[config.mk]
export PLATFORM = sky130hd
export DESIGN_NAME = dcache_m
export DESIGN_NICKNAME = d
export VERILOG_FILES = /design/src/rtl/dcache_pkg.sv /design/src/rtl/dcache_ram.sv /design/src/rtl/dcache_m.sv
export SDC_FILE = /design/constraint.sdc
export NUM_CORES = 2
export LEC_CHECK = 0
export ABC_AREA = 1
export BUFFER_PORTS_ARGS = -buffer_cell sky130_fd_sc_hd__buf_2
export CORE_MARGIN = 2
export CORE_UTILIZATION = 59
export CTS_CLUSTER_SIZE = 12
export DETAILED_ROUTE_END_ITERATION = 10
export PLACE_DENSITY_LB_ADDON = 0.08
export SYNTH_ARGS = -nofsm -noshare
export SYNTH_HDL_FRONTEND = slang
export SYNTH_SLANG_ARGS = --single-unit
export TNS_END_PERCENT = 5
[constraint.sdc]
create_clock -name i_clk -period 10.1 [get_ports i_clk]
set_clock_uncertainty 0.2 [all_clocks]
set_input_delay 2.02 -clock i_clk [delete_from_list [all_inputs] [get_ports i_clk]]
set_output_delay 2.02 -clock i_clk [all_outputs]
set_load 0.02 [all_outputs]
[src/rtl/dcache_pkg.sv]
// rtl/dcache_pkg.sv - shared constants and geometry helpers for the direct-mapped data cache
package dcache_pkg;

    localparam logic [1:0] ST_IDLE   = 2'd0;
    localparam logic [1:0] ST_REFILL = 2'd1;
    localparam logic [1:0] ST_WRITE  = 2'd2;

    localparam int WORDS_PER_LINE = 4;
    localparam int OFFW           = 2;
    localparam int LINE_BYTE_BITS = OFFW + 2;

    function automatic int idx_width(input int lines);
        return $clog2(lines);
    endfunction

    function automatic int tag_width(input int width, input int lines);
        return width - LINE_BYTE_BITS - $clog2(lines);
    endfunction

endpackage

[src/rtl/dcache_ram.sv]
// rtl/dcache_ram.sv - cache data and tag arrays, asynchronous read, one synchronous word write
module dcache_ram import dcache_pkg::*; #(
    parameter int LINES = 16,
    parameter int IDXW  = 4,
    parameter int TAGW  = 4
) (
    input  logic            clk,
    input  logic [IDXW-1:0] rd_idx,
    input  logic [OFFW-1:0] rd_off,
    output logic [31:0]     rd_data,
    output logic [TAGW-1:0] rd_tag,
    input  logic            wr_en,
    input  logic [IDXW-1:0] wr_idx,
    input  logic [OFFW-1:0] wr_off,
    input  logic [31:0]     wr_data,
    input  logic            tag_we,
    input  logic [TAGW-1:0] tag_wdata
);

    logic [31:0]     data_q [0:LINES*WORDS_PER_LINE-1];
    logic [TAGW-1:0] tag_q  [0:LINES-1];

    always_ff @(posedge clk) begin
        if (wr_en) begin
            data_q[{wr_idx, wr_off}] <= wr_data;
        end
        if (tag_we) begin
            tag_q[wr_idx] <= tag_wdata;
        end
    end

    assign rd_data = data_q[{rd_idx, rd_off}];
    assign rd_tag  = tag_q[rd_idx];

endmodule

[src/rtl/dcache_m.sv]
// rtl/dcache_m.sv - direct-mapped write-through no-write-allocate data cache with 4-word line refill
module dcache_m import dcache_pkg::*; #(
    parameter int WIDTH = 12,
    parameter int LINES = 16
) (
    input  logic             i_clk,
    input  logic             i_rst,
    input  logic             i_req,
    input  logic             i_we,
    input  logic [WIDTH-1:0] i_addr,
    input  logic [31:0]      i_wdata,
    output logic [31:0]      o_rdata,
    output logic             o_stall,
    output logic             o_mem_req,
    output logic             o_mem_we,
    output logic [WIDTH-1:0] o_mem_addr,
    output logic [31:0]      o_mem_wdata,
    input  logic             i_mem_ready,
    input  logic [31:0]      i_mem_rdata
);

    localparam int IDXW = idx_width(LINES);
    localparam int TAGW = tag_width(WIDTH, LINES);

    logic [1:0]       state;
    logic [OFFW-1:0]  cnt;
    logic [WIDTH-5:0] line_q;
    logic [WIDTH-3:0] st_word;
    logic [31:0]      st_data;
    logic [LINES-1:0] valid;

    logic [WIDTH-3:0] look_word;
    logic [OFFW-1:0]  look_off;
    logic [IDXW-1:0]  look_idx;
    logic [TAGW-1:0]  look_tag;
    logic [31:0]      ram_rdata;
    logic [TAGW-1:0]  ram_tag;
    logic             hit;

    logic             ram_we;
    logic             tag_we;
    logic [IDXW-1:0]  wr_idx;
    logic [OFFW-1:0]  wr_off;
    logic [31:0]      ram_wdata;
    logic             unused_bits;

    assign unused_bits = &{1'b0, i_addr[1:0]};

    // During WRITE the lookup follows the latched store so the hit test is independent of the core bus
    assign look_word = (state == ST_WRITE) ? st_word : i_addr[WIDTH-1:2];
    assign look_off  = look_word[OFFW-1:0];
    assign look_idx  = look_word[OFFW +: IDXW];
    assign look_tag  = look_word[OFFW+IDXW +: TAGW];
    assign hit       = valid[look_idx] && (ram_tag == look_tag);

    dcache_ram #(
        .LINES (LINES),
        .IDXW  (IDXW),
        .TAGW  (TAGW)
    ) u_ram (
        .clk       (i_clk),
        .rd_idx    (look_idx),
        .rd_off    (look_off),
        .rd_data   (ram_rdata),
        .rd_tag    (ram_tag),
        .wr_en     (ram_we),
        .wr_idx    (wr_idx),
        .wr_off    (wr_off),
        .wr_data   (ram_wdata),
        .tag_we    (tag_we),
        .tag_wdata (line_q[IDXW +: TAGW])
    );

    // Reset gates every array write so an interrupted refill or store leaves the cache untouched
    always_comb begin
        ram_we    = 1'b0;
        tag_we    = 1'b0;
        wr_idx    = line_q[IDXW-1:0];
        wr_off    = cnt;
        ram_wdata = i_mem_rdata;
        if (!i_rst && i_mem_ready) begin
            if (state == ST_REFILL) begin
                ram_we = 1'b1;
                tag_we = &cnt;
            end else if (state == ST_WRITE) begin
                ram_we    = hit;
                wr_idx    = st_word[OFFW +: IDXW];
                wr_off    = st_word[OFFW-1:0];
                ram_wdata = st_data;
            end
        end
    end

    always_comb begin
        o_stall     = 1'b0;
        o_mem_req   = 1'b0;
        o_mem_we    = 1'b0;
        o_mem_addr  = '0;
        o_mem_wdata = '0;
        case (state)
            ST_IDLE: begin
                o_stall = i_req && (i_we || !hit);
            end
            ST_REFILL: begin
                o_stall    = 1'b1;
                o_mem_req  = 1'b1;
                o_mem_addr = {line_q, cnt, 2'b00};
            end
            ST_WRITE: begin
                o_stall     = !i_mem_ready;
                o_mem_req   = 1'b1;
                o_mem_we    = 1'b1;
                o_mem_addr  = {st_word, 2'b00};
                o_mem_wdata = st_data;
            end
            default: begin
                o_stall = 1'b0;
            end
        endcase
    end

    assign o_rdata = (state == ST_IDLE && i_req && !i_we && hit) ? ram_rdata : '0;

    always_ff @(posedge i_clk) begin
        if (i_rst) begin
            state   <= ST_IDLE;
            valid   <= '0;
            cnt     <= '0;
            line_q  <= '0;
            st_word <= '0;
            st_data <= '0;
        end else begin
            case (state)
                ST_IDLE: begin
                    if (i_req) begin
                        if (i_we) begin
                            st_word <= i_addr[WIDTH-1:2];
                            st_data <= i_wdata;
                            state   <= ST_WRITE;
                        end else if (!hit) begin
                            line_q          <= i_addr[WIDTH-1:4];
                            cnt             <= '0;
                            valid[look_idx] <= 1'b0;
                            state           <= ST_REFILL;
                        end
                    end
                end
                ST_REFILL: begin
                    if (i_mem_ready) begin
                        cnt <= cnt + 1'b1;
                        if (&cnt) begin
                            valid[line_q[IDXW-1:0]] <= 1'b1;
                            state                   <= ST_IDLE;
                        end
                    end
                end
                ST_WRITE: begin
                    if (i_mem_ready) begin
                        state <= ST_IDLE;
                    end
                end
                default: begin
                    state <= ST_IDLE;
                end
            endcase
        end
    end

endmodule

==> summary.md <==
| Metric | Value |
|---|---|
| Syn Inst Count | `between 7000 and 8000` |
| Area leader, netlist | `edfxtp_1` |
| Synth warn | `0` |
| Pwr/cell area | `231.6 nW/µm²` |
| Initial core utilization | `about three fifths` |
| Core region area | `149400 µm²` |
| Yosys top cell area share | `71.55%` |
| F_max | `0.1252 GHz` |
| First-pass GRT wire length | `about 380 mm` |
| Slowest stage delay, CP | `approximately 0.84 ns` |
| NumNets Final | `just over 7000` |
| RSZ-0062 raised after global routing | `no` |
| Crit path cell chain | `inv_1, ha_2, buf_4, nand2_1, o21ai_2, nor2_4, inv_1, nor2_4, a22o_1, nor4_1, nand2_1, nor2_1, buf_2` |
| Share of cells above drive strength 1 | `between 10% and 20%` |
| Worst Hold Class | `reg -> reg` |
| Slew margin rel. | `around 12%` |
| TritonCTS clock tree | `built` |
| Row count | `between 100 and 150` |
| Setup violators final | `0` |
| Vias | `approximately 60000` |
| IO buf count | `~160` |
| Post-layout util | `between 60% and 70%` |
| Maximum VDD drop | `~200 µV` |
| Die X | `a little under 400 µm` |
| Area Overhead vs Synth | `11.63%` |
| CP arrival | `5.77 ns` |
| Setup TNS | `0 ns` |
| Max-cap violations | `0` |
| Clk_lat worst skew | `around 0.86 ns` |
| Status | `finished clean` |
| Post-synthesis sequential area ratio | `~73%` |
| 1st-iter DRT viols | `9210` |
| Tcrit/Tclk final | `between 70% and 80%` |
| Initial antenna violation count | `8` |
| Startpoint types | `flop` |
| Antenna viol nets, final | `0` |
| Remaining DRCs | `0` |
| Clk buf depth | `3` |
| Root Driver | `clkbuf_16` |
| Overall Global Routing Usage | `34.15%` |
| Worst setup EP type | `output port` |
| Reg clk slew, reported paths | `0.06 ns` |
| Asr flop ratio synth | `0%` |
| DR vias/cell | `approximately 6.3` |
| CP max FO | `between 40 and 50` |
| Syn_area_per_cell | `between 10 and 15 µm²` |
| Worst-margin pin slew | `between 1 and 1.5 ns` |
| Post-Syn Area | `around 89000 µm²` |
| Leakage | `34.46 nW` |
| # IOs | `160` |
| Die Height | `391.6 µm` |
| CP Class | `reg -> out` |
| CTS Hold Bufs | `0` |
| Netlist cell types | `45` |
| Routed wire length | `between 200 and 300 mm` |
| Total power | `around 23 mW` |
| CP max-delay cell | `inv_1` |
| Post-CTS sizing | `0` |
| Data required, critical path | `between 7 and 8 ns` |
| Postcts setup bufs | `0` |
| Slew Viols, Final | `0` |
| Synth area leaders | `edfxtp_1 72%, nand2_1 9.7%, a32o_1 4.1%, a21oi_1 3.4%, dfxtp_1 1.6%` |
| Hold Fails Final Rpt | `0` |
| Post-synth EDFFs | `between 2000 and 2500` |
| Largest net degree at the start of global routing | `between 150 and 200` |
| Vias in the first global route | `55250` |
| CTS Buf Count | `about 220` |
| H-tree depth | `4` |
| Synthesis-stage register bit count | `2182` |
| Crit path time final | `approximately 8.0 ns` |
| TritonRoute pass-1 iters | `6` |
| WP buf/inv | `4` |
| Clock Sinks | `~2200` |
| HPWL after DPL | `139.2 mm` |
| GPL Wtd Cong | `roughly 0.84` |
| R2R setup slack | `3.39 ns` |
| Delay-heaviest family, CP | `simple AND/OR/NAND/NOR gates` |
| Wire length per cell | `approximately 28 µm` |
| Synth Flop Type | `edfxtp_1` |
| Gr ovfl total | `0` |
| Die area | `roughly 150000 µm²` |
[cell type report]
type,count,area [µm²]
Sequential cell,2182,64820
Fill cell,10920,50470
Multi-Input combinational cell,4218,22020
Clock buffer,301,5858
Tap cell,2016,2522
Timing Repair Buffer,333,2362
Inverter,224,840.8
Clock inverter,68,524.3
Antenna cell,2,5.005
[state kept, by name, indices dropped and copies added (netlist names)]
name and flops:
st_word 10, u_ram.tag_q 64, valid 16, line_q 8, u_ram.data_q 2048, state 2, st_data 32, cnt 2
[cell usage in the layout (no fill, tap or decap), types with 10 or more instances in the layout]
master     netlist  final
a21oi_1        594    594
a21bo_2         97     97
nor2_4           3     77
o21ai_4          2     36
a22o_1          79     79
clkbuf_16        0    219
o31ai_1         12     12
o32ai_1         16     16
clkinv_1         4     44
o21ai_1         11     10
nand2_1       2298   2297
inv_1          216    216
clkbuf_1       205     75
nor2_1         242    166
o21ai_0        169    137
buf_12           0     20
edfxtp_1      2112   2112
dfxtp_1         70     70
buf_2          147    155
nand3_1        175    174
buf_4            6    158
a32o_1         367    367
o2bb2ai_1       19     19
clkinv_2         0     12
nand4_1         60     60
[metrics by stage]
step / setup WS (ns) / cells / hold WS (ns) / area [µm²]
after detailed placement: 2.121 / 8973 / 0.2559 / 92560
after floorplan: 3.726 / 7079 / 0.2386 / 88650
after global routing: 1.779 / 9342 / 0.2748 / 98950
after CTS: 2.129 / 9342 / 0.2642 / 98950
final: 2.110 / 9344 / 0.2676 / 98950
after global placement: 2.155 / 8973 / 0.2488 / 92560
[worst reg2reg max path: cells and delay by family (launching register included)]
family,cells,cell delay (ns)
AO/OA/AOI/OAI,2,0.61
flip-flops,1,0.33
AND/OR/NAND/NOR,14,3.23
buffers and inverters,4,1.64
adder cells (fa/ha/maj),1,0.33
[layer usage]
layer / wire, µm / part of all wire, % / up-vias / track usage (%)
met5: 30 / 0.011 / - / 0
met4: 11540 / 4.4 / 4 / 14.22
met3: 31260 / 12 / 595 / 7.194
met2: 117100 / 45 / 3706 / 51.37
met1: 101800 / 39 / 29220 / 48.89
li1: - / - / 25790 / -
[Yosys cell counts, types with 3 or more instances]
master,number
nand2_2,5
ha_1,5
o21ai_0,169
a22o_1,79
clkinv_1,4
buf_4,6
nand2_4,9
nand4_1,60
clkbuf_1,205
inv_1,216
a22oi_1,4
nor2_4,3
o21ai_1,11
dfxtp_1,70
buf_1,94
a21oi_1,594
nor3_1,7
nand2_1,2298
o31ai_1,12
a32o_1,367
inv_2,4
o32ai_1,16
a21o_1,7
o21ai_2,3
a41oi_1,6
a21bo_2,97
o2bb2ai_1,19
nand3_1,175
nor2_2,3
buf_2,147
nand3b_1,9
edfxtp_1,2112
buf_6,3
nor2_1,242
[path summary, 6_finish.rpt]
kind             from                    to  depth (start not counted)
min          valid[2]              valid[2]                          2
min reg2reg  valid[2]              valid[2]                          2
max reg2reg  state[0]  u_ram.data_q[58][29]                         21
max          state[0]           o_rdata[10]                         13
[cells by family (layout without fill, tap and decap cells)]
group / after synthesis / after routing / share of synthesized area [%]
other: 1 / 4 / 0.004231
adder cells (fa/ha/maj): 5 / 5 / 0.07058
AND/OR/NAND/NOR: 2818 / 2818 / 12.55
AO/OA/AOI/OAI: 1393 / 1393 / 11.11
buffers and inverters: 679 / 926 / 3.134
flip-flops: 2182 / 2182 / 73.13
[where the power goes]
part           switching [mW]  internal [mW]  leakage [nW]
Sequential             0.0403           10.1          19.6
Clock                    3.32           4.12          3.09
Combinational            3.66           1.66          11.8
Note: power is estimated with default switching activity, not from simulation.
